### src/rtl/hazard_ctl_pkg.sv
// Shared types for the hazard controller: cause encoding and the ID/EX control bundle.
package hazard_ctl_pkg;

  typedef enum logic [1:0] {
    HZ_RUN      = 2'd0,
    HZ_LU_STALL = 2'd1,
    HZ_FLUSH    = 2'd2,
    HZ_MEM_WAIT = 2'd3
  } hz_state_e;

  localparam int unsigned SEL_W  = 2;
  localparam int unsigned CTRL_W = 5 + 3 * SEL_W;

  typedef struct packed {
    logic             memRead;
    logic             memWrite;
    logic             pcSel;
    logic             ALUOp;
    logic             regWrite;
    logic [SEL_W-1:0] ASel;
    logic [SEL_W-1:0] BSel;
    logic [SEL_W-1:0] writeBackSel;
  } ctrl_t;

  localparam ctrl_t CTRL_NOP = '0;

endpackage

### src/rtl/hazard_ctl_sat_counter.sv
// Up-counter that sticks at all-ones instead of wrapping.
module sat_counter #(
  parameter int unsigned W = 32
) (
  input  logic         clk_i,
  input  logic         rst_ni,
  input  logic         inc_i,
  output logic [W-1:0] cnt_o
);

  logic [W-1:0] cnt_q;

  always_ff @(posedge clk_i or negedge rst_ni) begin
    if (!rst_ni) begin
      cnt_q <= '0;
    end else if (inc_i && (cnt_q != '1)) begin
      cnt_q <= cnt_q + 1'b1;
    end
  end

  assign cnt_o = cnt_q;

endmodule

### src/rtl/hazard_ctl.sv
// Issue/bubble/hold decision for the ID stage, with load-use shadow of EX and perf counters.
module hazard_ctl
  import hazard_ctl_pkg::*;
#(
  parameter int unsigned REG_AW = 5,
  parameter int unsigned CNT_W  = 32
) (
  input  logic              clk,
  input  logic              rst,
  input  logic              id_valid,
  input  logic [REG_AW-1:0] id_rs1,
  input  logic [REG_AW-1:0] id_rs2,
  input  logic              id_use_rs1,
  input  logic              id_use_rs2,
  input  logic [REG_AW-1:0] id_rd,
  input  logic              id_memRead,
  input  logic              id_memWrite,
  input  logic              id_pcSel,
  input  logic              id_ALUOp,
  input  logic              id_regWrite,
  input  logic [1:0]        id_ASel,
  input  logic [1:0]        id_BSel,
  input  logic [1:0]        id_writeBackSel,
  input  logic              ex_branch_taken,
  input  logic              mem_req,
  input  logic              mem_ready,
  output logic              pc_write_en,
  output logic              ifid_write_en,
  output logic              ifid_flush,
  output logic              pipe_en,
  output logic              memRead_o,
  output logic              memWrite_o,
  output logic              pcSel_o,
  output logic              ALUOp_o,
  output logic              regWrite_o,
  output logic [1:0]        ASel_o,
  output logic [1:0]        BSel_o,
  output logic [1:0]        writeBackSel_o,
  output logic [REG_AW-1:0] ex_rd_o,
  output logic [1:0]        hz_state,
  output logic [CNT_W-1:0]  stall_cnt,
  output logic [CNT_W-1:0]  flush_cnt
);

  ctrl_t             id_ctrl;
  ctrl_t             ctrl_o;
  hz_state_e         cause_d, hz_state_q;
  logic [REG_AW-1:0] ex_rd_q;
  logic              ex_memRead_q, ex_regWrite_q;
  logic              lu_hit;

  assign id_ctrl = '{memRead: id_memRead, memWrite: id_memWrite, pcSel: id_pcSel,
                     ALUOp: id_ALUOp, regWrite: id_regWrite, ASel: id_ASel,
                     BSel: id_BSel, writeBackSel: id_writeBackSel};

  assign lu_hit = id_valid && ex_memRead_q && (ex_rd_q != '0) &&
                  ((id_use_rs1 && (id_rs1 == ex_rd_q)) ||
                   (id_use_rs2 && (id_rs2 == ex_rd_q)));

  always_comb begin
    cause_d = HZ_RUN;
    if (mem_req && !mem_ready)  cause_d = HZ_MEM_WAIT;
    else if (ex_branch_taken)   cause_d = HZ_FLUSH;
    else if (lu_hit)            cause_d = HZ_LU_STALL;
  end

  // Held in reset, the outputs present the RUN defaults with a bubble bundle.
  always_comb begin
    pc_write_en   = 1'b1;
    ifid_write_en = 1'b1;
    ifid_flush    = 1'b0;
    pipe_en       = 1'b1;
    ctrl_o        = CTRL_NOP;
    ex_rd_o       = '0;
    if (rst) begin
      unique case (cause_d)
        HZ_RUN: begin
          if (id_valid) begin
            ctrl_o  = id_ctrl;
            ex_rd_o = id_rd;
          end
        end
        HZ_LU_STALL: begin
          pc_write_en   = 1'b0;
          ifid_write_en = 1'b0;
        end
        HZ_FLUSH: begin
          ifid_flush = 1'b1;
        end
        HZ_MEM_WAIT: begin
          pc_write_en   = 1'b0;
          ifid_write_en = 1'b0;
          pipe_en       = 1'b0;
          if (id_valid) begin
            ctrl_o  = id_ctrl;
            ex_rd_o = id_rd;
          end
        end
        default: ;
      endcase
    end
  end

  assign memRead_o      = ctrl_o.memRead;
  assign memWrite_o     = ctrl_o.memWrite;
  assign pcSel_o        = ctrl_o.pcSel;
  assign ALUOp_o        = ctrl_o.ALUOp;
  assign regWrite_o     = ctrl_o.regWrite;
  assign ASel_o         = ctrl_o.ASel;
  assign BSel_o         = ctrl_o.BSel;
  assign writeBackSel_o = ctrl_o.writeBackSel;

  always_ff @(posedge clk or negedge rst) begin
    if (!rst) begin
      ex_rd_q       <= '0;
      ex_memRead_q  <= 1'b0;
      ex_regWrite_q <= 1'b0;
      hz_state_q    <= HZ_RUN;
    end else begin
      hz_state_q <= cause_d;
      if (pipe_en) begin
        ex_rd_q       <= ex_rd_o;
        ex_memRead_q  <= memRead_o;
        ex_regWrite_q <= regWrite_o;
      end
    end
  end

  assign hz_state = hz_state_q;

  logic stall_inc, flush_inc, unused_regwrite;
  assign stall_inc       = (cause_d == HZ_LU_STALL) || (cause_d == HZ_MEM_WAIT);
  assign flush_inc       = (cause_d == HZ_FLUSH);
  assign unused_regwrite = ex_regWrite_q;

  sat_counter #(.W(CNT_W)) u_stall_cnt (
    .clk_i  (clk),
    .rst_ni (rst),
    .inc_i  (stall_inc),
    .cnt_o  (stall_cnt)
  );

  sat_counter #(.W(CNT_W)) u_flush_cnt (
    .clk_i  (clk),
    .rst_ni (rst),
    .inc_i  (flush_inc),
    .cnt_o  (flush_cnt)
  );

endmodule
### config.mk
export PLATFORM = sky130hd
export DESIGN_NAME = hazard_ctl
export DESIGN_NICKNAME = d
export VERILOG_FILES = /design/src/rtl/hazard_ctl_pkg.sv /design/src/rtl/hazard_ctl_sat_counter.sv /design/src/rtl/hazard_ctl.sv
export SDC_FILE = /design/constraint.sdc
export NUM_CORES = 1
export LEC_CHECK = 0
export BUFFER_PORTS_ARGS = -buffer_cell sky130_fd_sc_hd__buf_2
export CAP_MARGIN = 10
export CELL_PAD_IN_SITES_DETAIL_PLACEMENT = 2
export CELL_PAD_IN_SITES_GLOBAL_PLACEMENT = 2
export CORE_MARGIN = 2
export CORE_UTILIZATION = 33
export CTS_BUF_LIST = sky130_fd_sc_hd__clkbuf_4 sky130_fd_sc_hd__clkbuf_8 sky130_fd_sc_hd__clkbuf_16
export DETAILED_ROUTE_END_ITERATION = 10
export GPL_TIMING_DRIVEN = 0
export PLACE_DENSITY_LB_ADDON = 0.1
export SLEW_MARGIN = 10
export SYNTH_ARGS = -nofsm -noshare
export SYNTH_HDL_FRONTEND = slang
export SYNTH_SLANG_ARGS = --single-unit
### constraint.sdc
create_clock -name clk -period 6.5 [get_ports clk]
set_clock_uncertainty 0.05 [all_clocks]
set_input_delay 0.325 -clock clk [delete_from_list [all_inputs] [get_ports clk]]
set_output_delay 0.325 -clock clk [all_outputs]
set_load 0.05 [all_outputs]
# Yosys cells after proc, flatten, opt, wreduce, memory -nomap -nowiden
# Index checks and enable logic that the tools add are counted.
# op_classes
n_addsub	2
eq_ne	7
muxes	15
reduce_logical	15
# op_table
cell	n
32-bit by 1-bit adder with 32-bit output, second input constant	2
32-bit != test, second input constant	2
11-bit two-way mux	3
5-bit two-way mux	3
5-bit equality test	2
1-bit logical AND	8
1-bit two-way mux	7
5-bit nonzero test	1
2-bit equality test, second input constant	2
2-bit two-way mux	2
2-bit OR reduction	2
2-bit by 1-bit equality test with 1-bit output, second input constant	1
2-bit zero test	1
1-bit logical OR	2
1-bit zero test	1
# word_totals
register_bits	72
in_bits	34
out_inout_bits	86
wordCells	44

# Depth between registers and ports, before layout
# Gate-level depths: netlist of the first run.
# logic_depth
depth_word	11
ltp_mapped	9
ltp_nobuf	8

# Hierarchy
# From an unflattened synthesis of the first run, not the netlist that was laid out.
# hier_totals
cells_unflattened	377
hier_area_um2	3861.2
# by_module_without_submodules
mod	instances	cells_per_inst	area_each_um2	seq_area_each_um2
sat_counter	2	151	1624.1	800.8
hazard_ctl	1	75	613.1	200.2

# Least setup slack after synthesis of the first run
# No wires, ideal clock.
# synth_path
kind	reg2out
from	register ex_rd_q[1]
to	output port ALUOp_o
arrival_time_ps	2640
t_required_ps	6125
setup_slack_ps	3485
path_stages_with_launch	9
n_path_buf	2
path_cell_list	dfrtp_1 > or4_1 > o2111ai_2 > o21ai_0 > ha_1 > and3b_1 > clkbuf_1 > clkbuf_1 > and2_1
# synth_via
elab_chain_cells	11
word_cells_on_any_way	16
classes_between	eq/ne: 3; mux: 5; reduce/logical: 8
# synth_rtl
item	line_no	text
start: declaration	hazard_ctl.sv:48	logic [REG_AW-1:0] ex_rd_q;
start signal: assignment	hazard_ctl.sv:122	ex_rd_q <= ex_rd_o;
5-bit equality test, on equally long branches	hazard_ctl.sv:57, hazard_ctl.sv:58	
1-bit logical AND, on equally long branches	hazard_ctl.sv:57, hazard_ctl.sv:58	
1-bit logical OR	hazard_ctl.sv:57	((id_use_rs1 && (id_rs1 == ex_rd_q)) ||
1-bit logical AND *	hazard_ctl.sv:56	assign lu_hit = id_valid && ex_memRead_q && (ex_rd_q != '0) &&
1-bit two-way mux *	hazard_ctl.sv:64	else if (lu_hit) cause_d = HZ_LU_STALL;
2-bit two-way mux *	hazard_ctl.sv:63	else if (ex_branch_taken) cause_d = HZ_FLUSH;
2-bit two-way mux *	hazard_ctl.sv:62	if (mem_req && !mem_ready) cause_d = HZ_MEM_WAIT;
via cause_d[0]	hazard_ctl.sv:47	hz_state_e cause_d, hz_state_q;
2-bit equality test / 2-bit zero test (equally long branches)	hazard_ctl.sv:76	unique case (cause_d)
2-bit OR reduction (no line) *	--	
11-bit two-way mux *	--	
11-bit two-way mux *	hazard_ctl.sv:75	if (rst) begin
end: declaration	hazard_ctl.sv:34	output logic ALUOp_o,
# The timed path passes the listed nets; every way through them passes the cells marked *.

# Final worst setup path of the first run
# layout_path
from	register ex_rd_q[0]
to	output port ASel_o[0]
# layout_via
elab_chain_cells	11
word_cells_on_any_way	16
classes_between	eq/ne: 3; mux: 5; reduce/logical: 8
# layout_rtl
item	line_no	text
5-bit equality test, on equally long branches	hazard_ctl.sv:57, hazard_ctl.sv:58	
1-bit logical AND, on equally long branches	hazard_ctl.sv:57, hazard_ctl.sv:58	
1-bit logical OR	hazard_ctl.sv:57	
1-bit logical AND *	hazard_ctl.sv:56	
1-bit two-way mux *	hazard_ctl.sv:64	
2-bit two-way mux *	hazard_ctl.sv:63	
2-bit two-way mux *	hazard_ctl.sv:62	
via cause_d[0]	hazard_ctl.sv:47	
2-bit equality test / 2-bit zero test (equally long branches)	hazard_ctl.sv:76	
2-bit OR reduction (no line) *	--	
11-bit two-way mux *	--	
11-bit two-way mux *	hazard_ctl.sv:75	
end: declaration	hazard_ctl.sv:36	output logic [1:0] ASel_o,
# Marked as above.

==> results of run 1 <==
## path summary, 6_finish.rpt
path | from | endpoint | slack (ns) | cells past startpoint
worst max-delay path | ex_rd_q[0] | ASel_o[0] | 2.65 | 10
worst min-delay path | id_rd[2] | ex_rd_q[2] | 0.18 | 3
worst max register to register | ex_rd_q[0] | ex_rd_q[1] | 3.66 | 9
worst min register to register | u_stall_cnt.cnt_o[15] | u_stall_cnt.cnt_o[15] | 0.45 | 1
max in group asynchronous | rst | ex_memRead_q | 5.38 | 3
min in group asynchronous | rst | u_stall_cnt.cnt_o[27] | 0.42 | 2
## cells by family (layout without fill, tap and decap cells)
family | Yosys count | in the layout | synth area share [%]
mux | 2 | 2 | 0.607
compound gates | 13 | 13 | 2.63
xor+xnor | 71 | 71 | 17.2
flops | 72 | 72 | 48.6
buf+inv | 25 | 162 | 3.17
simple gates | 179 | 179 | 26.8
fa+ha+maj | 3 | 3 | 1.01
## where the power goes
part	internal, mW	switching [mW]	leakage [nW]
registers	0.489	0.0566	0.953
clock network	0.258	0.179	0.120
logic	0.0843	0.236	1.39
total	0.831	0.471	2.46
## worst max-delay path: stages (launching register included)
cell	delay, ns
dfrtp_1	0.46
xor2_1	0.19
nor4_1	0.31
a32oi_1	0.16
o21ai_0	0.45
ha_1	0.31
and3b_1	0.20
clkbuf_1	0.29
clkbuf_1	0.30
and2_1	0.18
buf_2	0.26
## routing by layer
layer	part of all wire, %	up-vias
met1	46	1588
met5	0	-
met3	5.6	13
met2	47	97
met4	1.4	0
li1	-	1500
## final cells by class
| cell class | instances | area (sq um) |
|---|---|---|
| Buffer | 10 | 61.3 |
| Clock buffer | 10 | 131 |
| Clock inverter | 6 | 108 |
| Fill cell | 1236 | 6140 |
| Inverter | 15 | 56.3 |
| Multi-Input combinational cell | 268 | 1790 |
| Sequential cell | 72 | 1800 |
| Tap cell | 140 | 175 |
| Timing Repair Buffer | 121 | 628 |
## flip-flops by register name, indices dropped and copies added, names as in the netlist
register           cells
ex_memRead_q           1
u_flush_cnt.cnt_o     32
ex_rd_q                5
hz_state               2
u_stall_cnt.cnt_o     32
## cells in the mapped netlist, drive strengths merged
cell     number
xor2         36
and3          8
dfrtp        72
nand3        18
and2         14
a21oi         1
mux2          2
nor3         18
nand4        21
a32oi         1
nand2        46
xnor2        35
buf           6
o211ai        1
ha            3
o2111ai       1
nor4          7
o21ai         7
clkbuf        4
and3b         1
or3           7
nand2b        1
a32o          1
nor2b         1
or4           1
nor4b         1
nor2         26
and4          7
nor3b         1
a21o          1
inv          15
or2           1
## per-stage QoR
step                      hold slack [ns]  setup slack [ns]  total power, mW  cells  util, %
after CTS                           0.171              2.55             1.32    642     43.6
final                               0.183              2.65             1.30    642     43.6
after floorplan                   -0.0206              3.49            0.772    365        -
after global routing                0.206              2.35             1.37    642     43.6
after global placement              0.429              3.03            0.862    624     41.2
after detailed placement            0.289              2.97            0.878    625     41.4
## layout by cell type (no fill, tap or decap), types with 2 or more instances in the layout
cell	synthesis	routed
and2_1	13	13
and3_1	8	8
and4_1	7	7
buf_2	1	119
buf_4	2	3
buf_6	2	2
bufinv_16	0	3
clkbuf_1	4	4
clkbuf_8	0	9
clkinv_2	0	2
dfrtp_1	72	72
ha_1	3	3
inv_1	15	15
nand2_1	46	46
nand3_1	18	18
nand4_1	21	21
nor2_1	26	26
nor3_1	14	14
nor3_2	3	3
nor4_1	2	2
nor4_2	4	4
o21ai_0	7	7
or3_1	5	5
or3_4	2	2
xnor2_1	33	33
xnor2_2	2	2
xor2_1	36	36
## what timing repair did
| item | CTS | global route |
|---|---|---|
| hold buffers | 1 | 0 |
| endpoints found under the hold margin | 37 | 0 |
| setup endpoints to repair | 0 | 0 |
==> flow_summary.yaml, run 1 <==
worst_setup_path:
  worstSetupEndpointType: "output port"
  worst-path-max-fanout: 10
  critPathArrivalTime_ns: 3.47
  cp_data_required_time_ns: 6.12
  worst-setup-path-type: "reg -> out"
  start_kind: "flip-flop"
global_route:
  grt_pass1_wl_um: 18600
  grt_pass1_vias: 3515
  grt_usage_pct: 20.1
  met1_usage_pct: 27.1
  grt_overflow: 0
  top_usage_layer: "met2"
  grt_max_degree: 40
  antenna_found_initial: 1
  grt_use_met2_pct: 32.0
  met3_usage_pct: 4.35
cts:
  clk_pin_slew_ns: 0.08
  cts_tree: "done"
  h-tree-depth: 3
  cts_root_buf: "clkbuf_8"
  clkLatencyLatePin_ns: 0.37
  cts_max_path_buffers: 2
  cts_sinks: 72
  cts_buffers: 9
  post_cts_resize_count: 0
  postCtsSetupRepairBufs: 0
floorplanning:
  dieHeight_um: 110
  ios: 120
  initial_core_util_pct: 34.1
  fp.dieArea_sq_um: 12100
  die_w_um: 110
  core_sq_um: 10900
  rows: 38
power_and_ir_drop:
  peakVddDrop_uv: 203
  p_leak_nw: 2.46
  power_density_nw_per_um2: 274
layout:
  areaGrowthSynthToFinish_pct: 28.1
  finalInstanceArea_sq_um: 4750
  diodes: 0
  finalNetCount: 534
  drive_above_1_share_pct: 31.5
logic_synthesis:
  synth_area_per_cell_sq_um: 10.2
  synth.area.top_cells: "dfrtp_1 49%, xor2_1 8.5%, xnor2_1 7.8%"
  synth_area_sq_um: 3710
  ys_warn_count: 0
  synth_top_area_cell: "dfrtp_1"
  postSynthCellCount: 365
  synth-seq-cells: 72
  syn_nets: 402
  synth_top_area_share_pct: 48.6
  synth_cell_types: 43
  seq_area_frac_synth_pct: 48.6
sta:
  fin_crit_sh_pct: 59.2
  period_needed_ns: 3.85
  relSlewSlack_pct: 58.5
  fmax_mhz: 260
  fin_setup_tns_ns: 0
  rsz0062_at_grt: "false"
  hold_viol: 0
  setup_viol: 0
  worst_pin_slew_ns: 0.618
  maxSlewViolCount: 0
detailed_routing:
  drt-pass1-iter-count: 4
  wirelength_um: 11200
  viasPerCell: 4.98
  avgRoutedWirePerCell_um: 17.5
  vias: 3198
  first_iter_violations: 130
  antenna_left: 0
  drc: 0
place:
  gp_congestion: 0.798
  io_buffer_count: 119
  dpl_cell_area_sq_um: 4500
  hpwlAfterDp_um: 8430
outcome:
  outcome: "finished, final reports clean"
flow_run:
  maxCapViolations: 0
worst_hold_path:
  min-delay-path-class: "in -> reg"
Power figures use the tool's default switching activity.
==> run 2: changes to the inputs <==
ABC_AREA = 1   (was unset)
CORE_UTILIZATION = 28   (was 33)
clock period = 3.9 ns   (was 6.5 ns; I/O delays follow)
==> flow_summary.yaml, run 2 <==
place:
  gp_congestion: 0.825
  io_buffer_count: 119
  hpwlAfterDp_um: 15800
layout:
  final_cell_mix: "343 x nand2_1, 125 x buf_2, 116 x nor2_1"
  diodes: 0
  finalNetCount: 946
  drive_above_1_share_pct: 18.1
  mostFrequentLayoutCell: "nand2_1"
  fillers: 2162
  areaGrowthSynthToFinish_pct: 24.7
worst_setup_path:
  critPathArrivalTime_ns: 3.32
  worst-setup-path-type: "reg -> out"
  r2r_setup_slack_ns: 1.14
  r2r_cells: 15
  worstSetupEndpointType: "output port"
  endpoint: "writeBackSel_o[0]"
  worst-path-max-fanout: 11
  startpoint: "ex_rd_q[4]"
  rr_endpoint: "ex_rd_q[1]"
  reg2reg_from: "ex_rd_q[4]"
  start_kind: "flip-flop"
  cp_data_required_time_ns: 3.65
logic_synthesis:
  synth.most_common_cell: "nand2_1"
  synth_adder_area_share_pct: 0.759
  syn_nets: 814
  synth_top_area_cell: "dfrtp_1"
  postSynthCellCount: 777
  synth_compound_area_share_pct: 2.53
  synth.area.top_cells: "dfrtp_1 36%, nand2_1 26%, nor2_1 8.8%"
  ys_warn_count: 0
  async_reset_ff_share_pct: 100
  synth_top_family_by_area: "simple AND/OR/NAND/NOR gates"
  synth-edff-count: 0
  synth_area_sq_um: 4950
  synth_area_per_cell_sq_um: 6.37
  synth_xor_area_share_pct: 4.78
  synthSimpleGateAreaFrac_pct: 47.1
  synth_top_area_share_pct: 36.4
  synth-seq-cells: 72
  seq_area_frac_synth_pct: 36.4
  synth.area.mux_share_pct: 0.228
  synth_common_cells: "343 x nand2_1, 116 x nor2_1, 73 x inv_1, 72 x dfrtp_1, 44 x nand3_1"
  synth_cell_types: 29
  ys.flop_type: "dfrtp_1"
detailed_routing:
  drt-pass1-iter-count: 4
  drc: 0
  avgRoutedWirePerCell_um: 17.4
  antenna_left: 0
  first_iter_violations: 145
  viasPerCell: 4.82
  wirelength_um: 19800
  vias: 5485
sta:
  fin_crit_sh_pct: 91.4
  relSlewSlack_pct: 66.3
  setup_viol: 0
  worst_pin_slew_ns: 0.504
  fmax_mhz: 281
  maxSlewViolCount: 0
  fin_setup_tns_ns: 0
  hold_viol: 0
  rsz0062_at_grt: "false"
  period_needed_ns: 3.56
global_route:
  grt_overflow: 0
  grt_pass1_wl_um: 31800
  grt_use_met2_pct: 39.6
  met3_usage_pct: 3.04
  top_usage_layer: "met2"
  antenna_found_initial: 0
  grt_max_degree: 50
  grt_usage_pct: 22.1
  grt_pass1_vias: 5973
  met1_usage_pct: 27.7
power_and_ir_drop:
  power_density_nw_per_um2: 383
  peakVddDrop_uv: 376
  p_leak_nw: 3.31
  power.total_mw: 2.36
cts:
  clkLatencyLatePin_ns: 0.35
  cts_root_buf: "clkbuf_16"
  cts_buffers: 9
  cts_sinks: 72
  clk_pin_slew_ns: 0.06
  postCtsSetupRepairBufs: 0
  cts_tree: "done"
  cts_max_path_buffers: 2
  h-tree-depth: 3
flow_run:
  maxCapViolations: 0
floorplanning:
  rows: 48
  dieHeight_um: 137
  core_sq_um: 17300
  ios: 120
  fp.dieArea_sq_um: 18800
  initial_core_util_pct: 28.6
  die_w_um: 137
outcome:
  outcome: "finished, final reports clean"
worst_hold_path:
  min-delay-path-class: "in -> reg"
-- run 2: metrics by stage --
| stage | setup slack [ns] | std cells | hold WS, ns | area, sq um | util (%) |
|---|---|---|---|---|---|
| after detailed placement | 0.597 | 1122 | 0.112 | 5860 | 33.9 |
| after CTS | 0.0829 | 1138 | 0.0516 | 6160 | 35.6 |
| after global routing | 0.0532 | 1138 | 0.0828 | 6170 | 35.7 |
| after global placement | 0.764 | 1121 | 0.405 | 5830 | 33.7 |
| final | 0.336 | 1138 | 0.0549 | 6170 | 35.7 |
| after floorplan | 1.15 | 777 | -0.151 | 4950 | - |
-- run 2: cell type report --
| class | instances | area [sq um] | area share (%) |
|---|---|---|---|
| clock inverters | 3 | 42.5 | 0.690 |
| multi-input cells | 611 | 2740 | 44.5 |
| repair buffers | 121 | 636 | 10.3 |
| clock buffers | 12 | 254 | 4.12 |
| inverters | 77 | 289 | 4.68 |
| well taps | 225 | 282 | 4.56 |
| flip-flops and latches | 72 | 1800 | 29.2 |
| plain buffers | 17 | 121 | 1.97 |
-- run 2: per-layer routing --
layer | routed length (um) | up-vias
met3 | 505 | 24
met2 | 10100 | 83
met1 | 8850 | 2726
li1 | - | 2652
met4 | 358 | 0
met5 | 0 | -
-- run 2: logic make-up (layout without fill, tap and decap cells) --
group / after synthesis / in the layout
compound gates: 25 / 25
xor+xnor: 27 / 27
fa+ha+maj: 3 / 3
buf+inv: 94 / 230
flops: 72 / 72
mux: 1 / 1
simple gates: 555 / 555
-- run 2: critical path, stage by stage, from the launching register on --
cell and delay [ns]:
dfrtp_1 0.38, inv_1 0.11, nand2_1 0.07, nand2_1 0.05
nor2_1 0.14, nand3_1 0.09, nand2_1 0.09, nand2_1 0.10
nand2_4 0.17, clkbuf_4 0.29, ha_1 0.27, nor3b_1 0.28
inv_1 0.22, clkbuf_1 0.26, nor2_1 0.16, buf_2 0.28
-- run 2: how the worst min path moves through the flow --
stage,slack (ns),to,start,cells after the start
after global routing,0.08,hz_state[1],ex_branch_taken,3
after global placement,0.40,hz_state[1],ex_branch_taken,3
after floorplan,-0.15,ex_memRead_q,rst,0
final,0.05,hz_state[1],ex_branch_taken,3
after detailed placement,0.11,ex_rd_q[2],rst,1
after CTS,0.05,hz_state[1],ex_branch_taken,3
-- run 2: power by group --
| part | leakage, nW | switching [mW] | internal [mW] | total, mW |
|---|---|---|---|---|
| Clock | 0.145 | 0.340 | 0.523 | 0.863 |
| Combinational | 2.18 | 0.456 | 0.145 | 0.601 |
| Sequential | 0.981 | 0.0902 | 0.808 | 0.898 |
-- run 2: what timing repair did --
| item | CTS | global route |
|---|---|---|
| endpoints found under the hold margin | 25 | 0 |
| hold buffers | 1 | 0 |
| endpoints found under the setup margin | 0 | 10 |
| resized for setup | 0 | 2 |
==> run 3: changes to the inputs <==
SETUP_SLACK_MARGIN = 0.5   (was unset)
SKIP_LAST_GASP = 1   (was unset)
==> flow_summary.yaml, run 3 (synthesis gave the netlist of run 2 again) <==
worst_setup_path:
  path_delay_family: "simple AND/OR/NAND/NOR gates"
  worst-setup-path-type: "reg -> out"
  path_buf_inv: 5
  cp_cell_sequence: "inv_1 -> nand2_1 -> nand2_1 -> nor2_1 -> nand3_1 -> nand2_1 -> nand2_1 -> nand2_4 -> buf_6 -> ha_1 -> nor3b_2 -> inv_2 -> clkbuf_2 -> nor2_1 -> clkbuf_4"
  critPathArrivalTime_ns: 2.84
  cp_common_cell: "nand2_1"
  start_kind: "flip-flop"
  cp_data_required_time_ns: 3.65
  critical-path-max-stage-delay_ns: 0.39
  worst-path-max-fanout: 11
  critPathSlowestCell: "dfrtp_1"
  worstSetupEndpointType: "output port"
sta:
  fmax_mhz: 324
  maxSlewViolCount: 0
  fin_crit_sh_pct: 79.1
  hold_viol: 0
  setup_viol: 0
  period_needed_ns: 3.09
  fin_setup_tns_ns: 0
  rsz0062_at_grt: "false"
  hold_slack_ns: 0.0542
  relSlewSlack_pct: 65.4
  worst_pin_slew_ns: 0.518
cts:
  cts_sinks: 72
  clk_pin_slew_ns: 0.06
  cts_root_buf: "clkbuf_16"
  clkLatencyLatePin_ns: 0.35
  cts_max_path_buffers: 2
  cts_tree: "done"
  cts_buffers: 9
  h-tree-depth: 3
layout:
  multiInputGateArea_sq_um: 2750
  areaGrowthSynthToFinish_pct: 25.7
  finalInstanceArea_sq_um: 6220
  mostFrequentLayoutCell: "nand2_1"
  final_cell_mix: "343 x nand2_1, 116 x nor2_1, 115 x buf_2"
  register_area_sq_um: 1800
  fillers: 2161
  final_cells: 1140
  drive_above_1_share_pct: 18.6
  finalNetCount: 948
  diodes: 0
detailed_routing:
  avgRoutedWirePerCell_um: 17.5
  drt-pass1-iter-count: 4
  wirelength_um: 19900
  antenna_left: 0
  viasPerCell: 4.82
  drc: 0
  vias: 5498
  first_iter_violations: 208
place:
  io_buffer_count: 119
  dpl_cell_area_sq_um: 5860
  gp_congestion: 0.825
  hpwlAfterDp_um: 15800
  place_inst: 1122
power_and_ir_drop:
  p_leak_nw: 3.32
  p_sw_mw: 0.889
  peakVddDrop_uv: 376
  sequentialPowerShare_pct: 37.9
  p_comb_share_pct: 25.6
  power_density_nw_per_um2: 381
  cellInternalPower_mw: 1.48
  switching_share_pct: 37.5
  p_clk_share_pct: 36.5
floorplanning:
  die_w_um: 137
  initial_core_util_pct: 28.6
  ios: 120
  rows: 48
  dieHeight_um: 137
  fp.dieArea_sq_um: 18800
  core_sq_um: 17300
global_route:
  grt_max_degree: 50
  grt_use_met2_pct: 39.6
  met3_usage_pct: 3.04
  top_usage_layer: "met2"
  grt_overflow: 0
  grt_usage_pct: 22.1
  antenna_found_initial: 0
  met1_usage_pct: 27.7
  grt_pass1_vias: 5965
  grt_pass1_wl_um: 31800
outcome:
  outcome: "finished, final reports clean"
worst_hold_path:
  min-delay-path-class: "in -> reg"
flow_run:
  maxCapViolations: 0
## run 3: worst reg2reg max path: cells and delay by family (launching register included)
family,cells,cell delay [ns]
buffers and inverters,3,0.39
DFF,1,0.39
adders and majority gates,1,0.26
and+or+nand+nor,10,1.14
AOI/OAI and AO/OA,1,0.08
## run 3: power by group through the flow
| stage | logic [mW] | clock network (mW) | registers, mW |
|---|---|---|---|
| after floorplan | 0.218 | 0 | 1.10 |
| after global placement | 0.580 | 0 | 0.903 |
| after detailed placement | 0.601 | 0 | 0.914 |
| after CTS | 0.610 | 0.886 | 0.900 |
| after global routing | 0.658 | 0.924 | 0.913 |
| final | 0.605 | 0.865 | 0.899 |
## run 3: final timing paths
kind                                       from                     to  slack (ns)  depth (start not counted)
worst max-delay path                 ex_rd_q[4]                ALUOp_o        0.81                         15
worst min-delay path            ex_branch_taken            hz_state[1]        0.05                          3
worst max register to register       ex_rd_q[4]             ex_rd_q[1]        1.50                         15
worst min register to register     ex_memRead_q           ex_memRead_q        0.48                          1
max in group asynchronous                   rst  u_stall_cnt.cnt_o[22]        2.92                          3
min in group asynchronous                   rst             ex_rd_q[2]        0.27                          2
## run 3: metal layers
layer	vias to the layer above	part of all wire, %
li1	2653	-
met1	2733	45
met2	87	51
met3	25	2.8
met4	0	1.9
met5	-	0
## run 3: final cells by class
cell class / instances / share of cell area, %
tap: 225 / 4.53
timing repair buffer: 123 / 10.9
multi-input combinational: 611 / 44.2
clock inverter: 3 / 0.684
clock buffer: 12 / 4.08
inverter: 77 / 4.65
buffer: 17 / 2.03
sequential: 72 / 29.0
## run 3: timing repair
action / CTS / global route
endpoints found under the hold margin: 25 / 0
resized for setup: 11 / 6
setup endpoints to repair: 16 / 12
gates cloned: 0 / 0
hold buffers: 1 / 0
setup buffers: 0 / 2
pin swaps: 0 / 1
## run 3: metrics by stage
stage | util, % | total power [mW] | setup WS (ns)
2_1_floorplan | - | 1.31 | 1.15
3_3_place_gp | 33.7 | 1.48 | 0.764
3_5_place_dp | 33.9 | 1.52 | 0.597
4_1_cts | 35.8 | 2.40 | 0.502
5_1_grt | 36.0 | 2.49 | 0.569
6_report | 36.0 | 2.37 | 0.814
